--- src/rtl/cpu_ctrl_pkg.sv ---
// Shared definitions for the CPU run/load controller: host command codes,
// controller state encoding and a small width helper.
package cpu_ctrl_pkg;

    // Host command opcodes carried on cmd_op
    typedef enum logic [2:0] {
        OP_NOP   = 3'd0,
        OP_LOAD  = 3'd1,
        OP_RUN   = 3'd2,
        OP_STEP  = 3'd3,
        OP_HALT  = 3'd4,
        OP_SETBP = 3'd5,
        OP_CLRBP = 3'd6,
        OP_RSVD  = 3'd7
    } cmd_op_t;

    // Controller states, visible to the host on the state port
    typedef enum logic [2:0] {
        ST_IDLE   = 3'd0,
        ST_LOAD   = 3'd1,
        ST_RUN    = 3'd2,
        ST_STEP   = 3'd3,
        ST_HALTED = 3'd4
    } run_state_t;

    // Number of address bits needed to index a memory of the given depth
    function automatic int addr_width(input int depth);
        int w;
        w = 1;
        while ((1 << w) < depth) begin
            w++;
        end
        return w;
    endfunction

    // States in which setup commands (LOAD, RUN, STEP, breakpoint) are honoured
    function automatic logic accepts_setup(input run_state_t s);
        return (s == ST_IDLE) || (s == ST_HALTED);
    endfunction

endpackage

--- src/rtl/cpu_run_ctrl_sat_counter.sv ---
// Saturating up-counter with synchronous clear; clear wins over count and
// the value sticks at all-ones once reached.
module sat_counter #(
    parameter int W = 32
) (
    input  logic         clk,
    input  logic         rst_n,
    input  logic         clr,
    input  logic         en,
    output logic [W-1:0] cnt
);

    // Count enabled cycles, hold at the maximum value
    always_ff @(posedge clk or negedge rst_n) begin
        if (!rst_n) begin
            cnt <= '0;
        end else if (clr) begin
            cnt <= '0;
        end else if (en && (cnt != {W{1'b1}})) begin
            cnt <= cnt + 1'b1;
        end
    end

endmodule

--- src/rtl/cpu_run_ctrl.sv ---
// Run/load controller for the single-cycle CPU. Streams a program into
// instruction memory with the CPU held in reset, then runs, single-steps or
// halts the CPU via a per-cycle enable, with one PC breakpoint and a
// saturating executed-cycle counter.
module cpu_run_ctrl
    import cpu_ctrl_pkg::*;
#(
    parameter int  INSTR_W    = 32,
    parameter int  PC_W       = 32,
    parameter int  IMEM_DEPTH = 256,
    parameter int  CYC_W      = 32,
    localparam int ADDR_W     = addr_width(IMEM_DEPTH)
) (
    input  logic               clk,
    input  logic               rst_n,
    input  logic               cmd_valid,
    output logic               cmd_ready,
    input  logic [2:0]         cmd_op,
    input  logic [PC_W-1:0]    cmd_data,
    input  logic               ld_valid,
    output logic               ld_ready,
    input  logic [INSTR_W-1:0] ld_data,
    output logic               imem_we,
    output logic [ADDR_W-1:0]  imem_addr,
    output logic [INSTR_W-1:0] imem_wdata,
    output logic               cpu_rst_n,
    output logic               cpu_en,
    input  logic [PC_W-1:0]    cpu_pc,
    input  logic               cpu_halt_req,
    output logic [2:0]         state,
    output logic [CYC_W-1:0]   cycle_cnt,
    output logic               bp_hit,
    output logic               done
);

    run_state_t       st;
    cmd_op_t          op;
    logic             cmd_fire;
    logic             ld_fire;
    logic             bpm;
    logic             cnt_clr;
    logic             last_word;
    logic [PC_W-1:0]  ld_num;
    logic [PC_W-1:0]  ld_cnt;
    logic             bp_en;
    logic [PC_W-1:0]  bp_addr;
    logic             skip;

    assign op    = cmd_op_t'(cmd_op);
    assign state = st;

    // Handshake readiness and the per-cycle CPU enable decode from state
    always_comb begin
        cmd_ready = (st == ST_IDLE) || (st == ST_HALTED) || (st == ST_RUN);
        ld_ready  = (st == ST_LOAD);
        cmd_fire  = cmd_valid && cmd_ready;
        ld_fire   = ld_valid && ld_ready;
        // skip lets a RUN resumed from a breakpoint execute the breakpoint PC once
        bpm       = bp_en && (cpu_pc == bp_addr) && !skip;
        cpu_en    = 1'b0;
        if (st == ST_RUN) begin
            cpu_en = !bpm;
        end else if (st == ST_STEP) begin
            cpu_en = 1'b1;
        end
        cnt_clr   = cmd_fire && accepts_setup(st) && (op == OP_LOAD);
        last_word = (ld_cnt == (ld_num - 1'b1));
    end

    sat_counter #(
        .W (CYC_W)
    ) u_cycle_cnt (
        .clk   (clk),
        .rst_n (rst_n),
        .clr   (cnt_clr),
        .en    (cpu_en),
        .cnt   (cycle_cnt)
    );

    // Controller FSM with the load path and breakpoint registers
    always_ff @(posedge clk or negedge rst_n) begin
        if (!rst_n) begin
            st         <= ST_IDLE;
            imem_we    <= 1'b0;
            imem_addr  <= '0;
            imem_wdata <= '0;
            cpu_rst_n  <= 1'b0;
            bp_hit     <= 1'b0;
            done       <= 1'b0;
            bp_en      <= 1'b0;
            bp_addr    <= '0;
            skip       <= 1'b0;
            ld_num     <= '0;
            ld_cnt     <= '0;
        end else begin
            imem_we <= 1'b0;
            done    <= 1'b0;
            if (cpu_en) begin
                skip <= 1'b0;
            end
            case (st)
                ST_IDLE, ST_HALTED: begin
                    if (cmd_fire) begin
                        case (op)
                            OP_LOAD: begin
                                ld_cnt <= '0;
                                ld_num <= cmd_data;
                                bp_hit <= 1'b0;
                                if (cmd_data == '0) begin
                                    st        <= ST_IDLE;
                                    done      <= 1'b1;
                                    cpu_rst_n <= 1'b1;
                                end else begin
                                    st        <= ST_LOAD;
                                    cpu_rst_n <= 1'b0;
                                end
                            end
                            OP_RUN: begin
                                st        <= ST_RUN;
                                cpu_rst_n <= 1'b1;
                                bp_hit    <= 1'b0;
                                skip      <= (st == ST_HALTED);
                            end
                            OP_STEP: begin
                                // a step only makes sense from a halted CPU
                                if (st == ST_HALTED) begin
                                    st     <= ST_STEP;
                                    bp_hit <= 1'b0;
                                end
                            end
                            OP_SETBP: begin
                                bp_addr <= cmd_data;
                                bp_en   <= 1'b1;
                            end
                            OP_CLRBP: begin
                                bp_en <= 1'b0;
                            end
                            OP_NOP, OP_HALT, OP_RSVD: begin
                            end
                        endcase
                    end
                end
                ST_LOAD: begin
                    if (ld_fire) begin
                        imem_we    <= 1'b1;
                        imem_addr  <= ld_cnt[ADDR_W-1:0];
                        imem_wdata <= ld_data;
                        ld_cnt     <= ld_cnt + 1'b1;
                        if (last_word) begin
                            st        <= ST_IDLE;
                            done      <= 1'b1;
                            cpu_rst_n <= 1'b1;
                        end
                    end
                end
                ST_RUN: begin
                    // breakpoint beats halt instruction beats host HALT
                    if (bpm) begin
                        st     <= ST_HALTED;
                        bp_hit <= 1'b1;
                        done   <= 1'b1;
                    end else if (cpu_halt_req) begin
                        st   <= ST_HALTED;
                        done <= 1'b1;
                    end else if (cmd_fire && (op == OP_HALT)) begin
                        st   <= ST_HALTED;
                        done <= 1'b1;
                    end
                end
                ST_STEP: begin
                    st   <= ST_HALTED;
                    done <= 1'b1;
                end
                default: begin
                    st <= ST_IDLE;
                end
            endcase
        end
    end

endmodule

--- config.mk ---
export PLATFORM = sky130hd
export DESIGN_NAME = cpu_run_ctrl
export DESIGN_NICKNAME = d
export VERILOG_FILES = /design/src/rtl/cpu_ctrl_pkg.sv /design/src/rtl/cpu_run_ctrl_sat_counter.sv /design/src/rtl/cpu_run_ctrl.sv
export SDC_FILE = /design/constraint.sdc
export NUM_CORES = 1
export LEC_CHECK = 0
export CORE_UTILIZATION = 30
export DETAILED_ROUTE_END_ITERATION = 10
export GPL_ROUTABILITY_DRIVEN = 0
export MAX_ROUTING_LAYER = met4
export PLACE_DENSITY_LB_ADDON = 0.05
export SYNTH_ARGS = -nofsm -noshare
export SYNTH_HDL_FRONTEND = slang
export SYNTH_SLANG_ARGS = --single-unit
--- constraint.sdc ---
create_clock -name clk -period 2.5 [get_ports clk]
set_input_delay 0.5 -clock clk [delete_from_list [all_inputs] [get_ports clk]]
set_output_delay 0.5 -clock clk [all_outputs]
set_load 0.05 [all_outputs]
After elaboration in Yosys (flattened, before gate mapping):

Index checks and enable logic that the tools add are counted.

* add/sub/neg operators: 3
* mux-type cells: 44
* equality and inequality tests: 23
* reduce and logical (&&, ||, !) cells: 28

Operators by type and width (count)
* 32-bit two-way mux: 5
* 32-bit by 1-bit adder with 32-bit output (second input constant): 2
* 32-bit == test: 2
* 32-bit case mux with 2 select lines: 1
* 32-bit logical NOT: 1
* 32-bit != test (second input constant): 1
* 32-bit by 1-bit subtractor with 32-bit output (second input constant): 1
* 1-bit two-way mux: 23
* 3-bit two-way mux: 7
* 3-bit by 2-bit == test with 1-bit output (second input constant): 4
* 3-bit == test (second input constant): 4
* 3-bit case mux with 4 select lines: 1
* 1-bit case mux with 2 select lines: 5
* 5-bit AND reduction: 2
* 3-bit case mux with 3 select lines: 1
* 3-bit AND reduction: 3
* 1-bit logical AND: 8
* 2-bit nonzero test: 4
* 3-bit by 1-bit == test with 1-bit output (second input constant): 2
* 2-bit != test (second input constant): 3
* 3-bit by 2-bit != test with 1-bit output (second input constant): 2
* 6-bit AND reduction: 1
* 2-bit by 1-bit != test with 1-bit output (second input constant): 2
* 4-bit by 2-bit != test with 1-bit output (second input constant): 1
* other kinds (9): 12

* output and inout port bits: 82
* word-level logic and storage cells: 111
* input port bits: 104
* flip-flop bits (word level): 177

Longest topological paths before layout:

Gate-level depths: netlist of the first run.

* depth after elaboration: 9
* mapped depth: 11
* mapped depth without buffers: 10

Modules after synthesis:

A second synthesis of the first run with hierarchy kept.

* cell total of the unflattened synthesis: 876
* area, all modules: 9372.7 µm²

By module, submodules not included
* cpu_run_ctrl: instances 1, cells an instance 685, area an instance 7541.0 µm², seq. area each 3628.5 µm²
* sat_counter: instances 1, cells an instance 191, area an instance 1831.8 µm², seq. area each 800.8 µm²

Least setup slack after synthesis of the first run:

Ideal clock, no wire load.

* path kind: flip-flop to flip-flop
* from: register st[0], in the netlist state[0]
* to: register imem_wdata[11]
* path buffers: 3
* setup slack: -0.355 ns
* required time: 2.375 ns
* clock period less this slack: 2.855 ns
* arrival: 2.731 ns
* stages on the path, launching flop included: 9
* library setup time: 0.125 ns
* path through: dfrtp_1 buf_2 nor2b_1 nand2b_1 inv_1 and2_1 clkbuf_1 buf_1 mux2_2

* longest elaborated chain between the ends: 3

Ends and longest elaborated chain
* start, declared: RTL line cpu_run_ctrl.sv:36 `run_state_t st;`
* start signal, assigned: RTL line cpu_run_ctrl.sv:83 `st <= ST_IDLE;`
* start signal, assigned: RTL line cpu_run_ctrl.sv:110 `st <= ST_IDLE;`
* start signal, assigned: RTL line cpu_run_ctrl.sv:114 `st <= ST_LOAD;`
* 3-bit by 1-bit == test with 1-bit output *: RTL line cpu_run_ctrl.sv:55 `ld_ready = (st == ST_LOAD);`
* net ld_ready: RTL line cpu_run_ctrl.sv:21 `output logic ld_ready,`
* 1-bit logical AND: RTL line cpu_run_ctrl.sv:57 `ld_fire = ld_valid && ld_ready;`
* 2-bit AND reduction (no line) *
* end signal, assigned: RTL line cpu_run_ctrl.sv:147 `imem_wdata <= ld_data;`
* end, declared: RTL line cpu_run_ctrl.sv:25 `output logic [INSTR_W-1:0] imem_wdata,`

The timed path passes the listed nets; every way through them passes the cells marked *.
A chain may end at the register's enable or synchronous reset.

Worst setup path in the final report of the first run:

* from: register ld_num[0]
* to: register st[0], in the netlist state[0]

* longest elaborated chain between the ends: 4

Ends and longest elaborated chain
* start, declared: RTL line cpu_run_ctrl.sv:43 `logic [PC_W-1:0] ld_num;`
* start signal, assigned: RTL line cpu_run_ctrl.sv:107 `ld_num <= cmd_data;`
* 32-bit by 1-bit subtractor with 32-bit output: RTL line cpu_run_ctrl.sv:67 `last_word = (ld_cnt == (ld_num - 1'b1));`
* 32-bit == test: RTL line cpu_run_ctrl.sv:67
* 2-bit by 1-bit != test with 1-bit output (no line)
* 6-bit AND reduction (no line)

Every way passes these cells.

==> flow_summary.json, run 1 <==
{
  "cp.arrival_ns": 3.12,
  "core_area_um2": 30700,
  "leakage_uw": 0.00604,
  "min_period_ns": 2.82,
  "synth_area_leaders": "dfrtp_1 47%, mux2_2 8.8%, nand2_1 5.6%",
  "yosys_warnings": 0,
  "fillers": 3017,
  "run_status": "finished, violations left",
  "drcViolationCount": 0,
  "die_x_um": 179,
  "async_reset_ff_frac": 1.00,
  "num_rows": 64,
  "yosys.area.top_type": "dfrtp_1",
  "synth_cells": 935,
  "rsz0062_at_grt": "yes",
  "layout.area.seq_um2": 4440,
  "violations": "negative setup slack",
  "cts-root-buf": "clkbuf_16",
  "slew_headroom": 0.553,
  "hold_class": "flop to flop",
  "h-tree-depth": 4,
  "fin_ws_ns": -0.317,
  "skew_ns": 0.0153,
  "synth.avg_cell_area_um2": 10.0,
  "area_growth_pct": 46.3,
  "ant_nets": 0,
  "crit-reg2reg-launch": "ld_num[0]",
  "syn_nets": 1042,
  "clock_sinks": 177,
  "wl_per_cell_um": 18.4,
  "routed-via-count": 8049,
  "io_pins": 186,
  "clockBufferDepth": 2,
  "multiInputGateArea_um2": 4950,
  "holdWs_ns": 0.508,
  "netlist_area_um2": 9380,
  "setup_viol": 4,
  "cts_buffers": 17,
  "final-hold-violation-count": 0,
  "required_ns": 2.80,
  "drive_gt1_frac": 0.262,
  "fmax_ghz": 0.355,
  "finalSetupTns_ns": -0.933,
  "cts_tree": "yes",
  "endpoint_kind": "flop",
  "wirelength_mm": 30.6,
  "dp_hpwl_mm": 23.3,
  "min_from": "imem_wdata[2]",
  "slew_violations": 0,
  "synth-edff-count": 0,
  "period_share": 1.13,
  "p_per_area_nw_per_um2": 1070,
  "ys_seq_area_frac": 0.472,
  "layout_common_cells": "167 x dfrtp_1, 158 x clkdlybuf4s50_1, 145 x buf_4, 139 x nand2_1, 78 x nor2_1",
  "synth.top_cell.area_share": 0.472,
  "antenna_found_initial": 6,
  "grt_use_total": 0.203,
  "synth_seq_cells": 177,
  "floorplan.die.height_um": 179,
  "clock_latency_ns": 0.45,
  "tightestPinTransition_ns": 0.661,
  "clkTransAtPathRegs_ns": 0.08,
  "vdd_ir_drop_max_uv": 515,
  "portBuffers": 185,
  "grt-ovfl-total": 0,
  "final_common_cell": "dfrtp_1",
  "ys.flop_type": "dfrtp_1",
  "initial_utilization": 0.306,
  "die-area_um2": 32000,
  "cap_viol_max_count": 0,
  "grt_start_max_net_pins": 52,
  "final_util": 0.448,
  "crit_fanout": 4,
  "vias_per_cell": 4.83,
  "nets": 1357,
  "grt_pass1_wl_mm": 47.3,
  "synthDistinctLibCells": 70,
  "drtIter0Drc": 524,
  "crit_type": "flop to flop",
  "drtPass1Iterations": 5,
  "start_kind": "flop",
  "crit_start": "ld_num[0]",
  "grt_pass1_vias": 8121
}
[synth_stat cells, drive strengths merged, types with 3 or more instances]
| cell type | number |
|---|---|
| o41ai | 5 |
| a31oi | 7 |
| and2 | 7 |
| or3 | 14 |
| xor2 | 53 |
| nand2b | 6 |
| o21ai | 32 |
| xnor2 | 56 |
| nand4 | 35 |
| inv | 12 |
| dfrtp | 177 |
| nor3 | 18 |
| nor2 | 78 |
| nand2 | 139 |
| mux2i | 3 |
| ha | 3 |
| or4 | 8 |
| mux2 | 73 |
| buf | 12 |
| o211ai | 6 |
| and4 | 9 |
| nor2b | 11 |
| nand3 | 33 |
| nand4b | 4 |
| nor4b | 7 |
| nand3b | 4 |
| a21oi | 23 |
| and3 | 15 |
| nor4 | 22 |
| nor3b | 4 |
| clkbuf | 31 |
[metrics by stage]
step                      setup slack [ns]  area, um^2  total power, uW  instances
final                               -0.317       13700            14600       1665
after global routing                -0.450       13700            15500       1665
after CTS                           -0.304       13500            14600       1652
after detailed placement            -0.436       12800            11600       1616
after global placement              -0.445       12800            11600       1616
after floorplan                    -0.0596        9420             8690        935
[layout make-up]
type	instances	share of cell area
clock buffer	17	0.0310
multi-input combinational	703	0.361
tap	396	0.0361
sequential	177	0.324
timing repair buffer	339	0.232
clock inverter	15	0.0123
inverter	12	0.00356
antenna	6	0.00109
[power breakdown]
group	leakage, uW	internal [uW]	switching (uW)
registers	0.00226	3780	780
logic	0.00349	3320	3960
clock network	0.000286	1430	1360
total	0.00604	8530	6100
[path summary, 6_finish.rpt]
path	endpoint	slack [ns]	depth (start not counted)
worst max-delay path	state[0]	-0.32	11
worst min-delay path	imem_wdata[2]	0.51	1
worst max register to register	state[0]	-0.32	11
worst min register to register	imem_wdata[2]	0.51	1
max in group asynchronous	state[1]	1.28	3
min in group asynchronous	ld_num[12]	0.56	2
[critical path, cell delays in order, from the launching register on]
cell and delay [ns]:
dfrtp_1 0.41, buf_6 0.13, nor4_4 0.34, nand4b_1 0.29
buf_4 0.23, buf_4 0.14, nor3_4 0.12, a31oi_2 0.07
a2111oi_4 0.29, nor4b_4 0.37, a31o_1 0.23, a221oi_2 0.06
[layer usage]
| layer | global-route usage | routed length, um |
|---|---|---|
| met4 | 0.0473 | 359 |
| met1 | 0.273 | 14700 |
| met5 | - | 0 |
| met2 | 0.317 | 14500 |
| met3 | 0.0350 | 1040 |
[logic make-up after synthesis]
family                   synth area share
AND/OR/NAND/NOR                     0.243
flip-flops                          0.472
XOR/XNOR                            0.102
AO/OA/AOI/OAI                      0.0647
multiplexers                       0.0908
buffers and inverters              0.0239
adder cells (fa/ha/maj)           0.00400
[sequential cells by signal, summed over array words and instances (netlist names), 3 cells and up]
signal,flops
bp_addr,32
imem_wdata,32
ld_cnt,32
ld_num,32
u_cycle_cnt.cnt,32
imem_addr,8
state,3
[what timing repair did]
action,CTS,global route
endpoints found under the hold margin,9,0
hold buffers,1,0
gates resized for setup,12,49
setup endpoints to repair,4,11
pin swaps,12,44
buffers inserted,3,9
(Power assumes the default switching activity.)
==> run 2, diff against run 1 <==
--- a/config.mk
+++ b/config.mk
@@ -5,7 +5,7 @@
 export SDC_FILE = /design/constraint.sdc
 export NUM_CORES = 1
 export LEC_CHECK = 0
-export CORE_UTILIZATION = 30
+export CORE_UTILIZATION = 47
 export DETAILED_ROUTE_END_ITERATION = 10
 export GPL_ROUTABILITY_DRIVEN = 0
 export MAX_ROUTING_LAYER = met4
==> flow_summary.json, run 2 (synthesis gave the netlist of run 1 again) <==
{
  "drtIter0Drc": 403,
  "clkTransAtPathRegs_ns": 0.07,
  "p_per_area_nw_per_um2": 1100,
  "area_growth_pct": 41.4,
  "nets": 1335,
  "drive_gt1_frac": 0.246,
  "holdWs_ns": 0.00298,
  "cp.arrival_ns": 3.21,
  "min_period_ns": 2.88,
  "final_util": 0.679,
  "violations": "negative setup slack",
  "total_power_uw": 14500,
  "routed-via-count": 8144,
  "die_x_um": 143,
  "rsz0062_at_grt": "yes",
  "antenna_found_initial": 0,
  "skew_ns": 0.0143,
  "num_rows": 51,
  "portBuffers": 185,
  "endpoint_kind": "flop",
  "slew_violations": 0,
  "slew_headroom": 0.632,
  "grt_start_max_net_pins": 61,
  "crit_fanout": 4,
  "grt-ovfl-total": 0,
  "vias_per_cell": 5.41,
  "clock_sinks": 177,
  "antenna_cells": 0,
  "grt_use_total": 0.282,
  "fin_ws_ns": -0.385,
  "run_status": "finished, violations left",
  "vdd_ir_drop_max_uv": 705,
  "cts_buffers": 17,
  "setup_viol": 4,
  "pre_cts_ws_ns": -0.423,
  "clockBufferDepth": 2,
  "start_kind": "flop",
  "drcViolationCount": 0,
  "clock_latency_ns": 0.43,
  "crit_start": "ld_num[0]",
  "fillers": 1609,
  "final-hold-violation-count": 0,
  "leakage_uw": 0.00575,
  "wl_per_cell_um": 18.2,
  "finalSetupTns_ns": -1.13,
  "cts-root-buf": "clkbuf_16",
  "core_area_um2": 19500,
  "dp_hpwl_mm": 19.9,
  "drtPass1Iterations": 5,
  "h-tree-depth": 4,
  "gr-usage-met3": 0.0443,
  "io_pins": 186,
  "required_ns": 2.82,
  "met2_usage": 0.445,
  "period_share": 1.15,
  "die-area_um2": 20500,
  "grt_pass1_wl_mm": 42.6,
  "initial_utilization": 0.480,
  "grt_pass1_vias": 7974,
  "use_met1": 0.364,
  "top_usage_layer": "met2",
  "crit-reg2reg-launch": "ld_num[0]",
  "cap_viol_max_count": 0,
  "floorplan.die.height_um": 143,
  "wirelength_mm": 27.4,
  "crit_type": "flop to flop",
  "tightestPinTransition_ns": 0.550,
  "ant_nets": 0,
  "hold_class": "primary input to asynchronous set/reset pin",
  "cts_tree": "yes",
  "layout_common_cells": "167 x dfrtp_1, 167 x clkdlybuf4s50_1, 138 x nand2_1, 125 x buf_4, 77 x nor2_1",
  "fmax_ghz": 0.347
}
-- run 2: cell type report --
class / count / area (um^2) / share of cell area
Timing Repair Buffer: 317 / 2930 / 0.221
Clock buffer: 19 / 453 / 0.0342
Clock inverter: 13 / 159 / 0.0120
Multi-Input combinational cell: 703 / 4900 / 0.370
Tap cell: 265 / 332 / 0.0250
Sequential cell: 177 / 4440 / 0.335
Inverter: 12 / 48.8 / 0.00368
-- run 2: worst paths after layout --
path,to,slack [ns],cells after the start
min in group clk,imem_addr[2],0.51,1
max in group asynchronous,state[1],1.74,2
min reg2reg,imem_addr[2],0.51,1
max reg2reg,state[0],-0.38,11
max,state[0],-0.38,11
min,bp_addr[19],0.003,1
-- run 2: power by group --
group / total, uW / internal [uW] / switching (uW)
Sequential: 4550 / 3790 / 762
Clock: 2800 / 1570 / 1230
Combinational: 7180 / 3260 / 3920
Total: 14500 / 8620 / 5910
-- run 2: metrics by stage --
step	cell area [um^2]	std cells
after CTS	13100	1495
after global placement	12400	1456
after detailed placement	12400	1456
final	13300	1506
after floorplan	9420	935
after global routing	13300	1506
-- run 2: what timing repair did --
| item | in CTS | in global routing |
|---|---|---|
| hold buffers | 0 | 0 |
| cloned | 0 | 0 |
| gates resized for setup | 27 | 17 |
| buffers inserted | 9 | 12 |
| setup endpoints to repair | 5 | 12 |
| pin swaps | 26 | 14 |
-- run 2: worst max-delay path, stage by stage (launching register included) --
cell	delay (ns)
dfrtp_1	0.43
inv_2	0.11
ha_4	0.15
nor4b_4	0.24
nand4_2	0.21
buf_6	0.18
nor4_4	0.34
mux2i_1	0.30
a31oi_2	0.13
a2bb2oi_2	0.19
a31o_1	0.26
a221oi_2	0.23
-- run 2: metal layers --
layer	routed length, um	vias to the layer above
met5	0	-
met4	870	0
met3	1230	55
met2	13200	231
met1	12200	3977
li1	-	3881
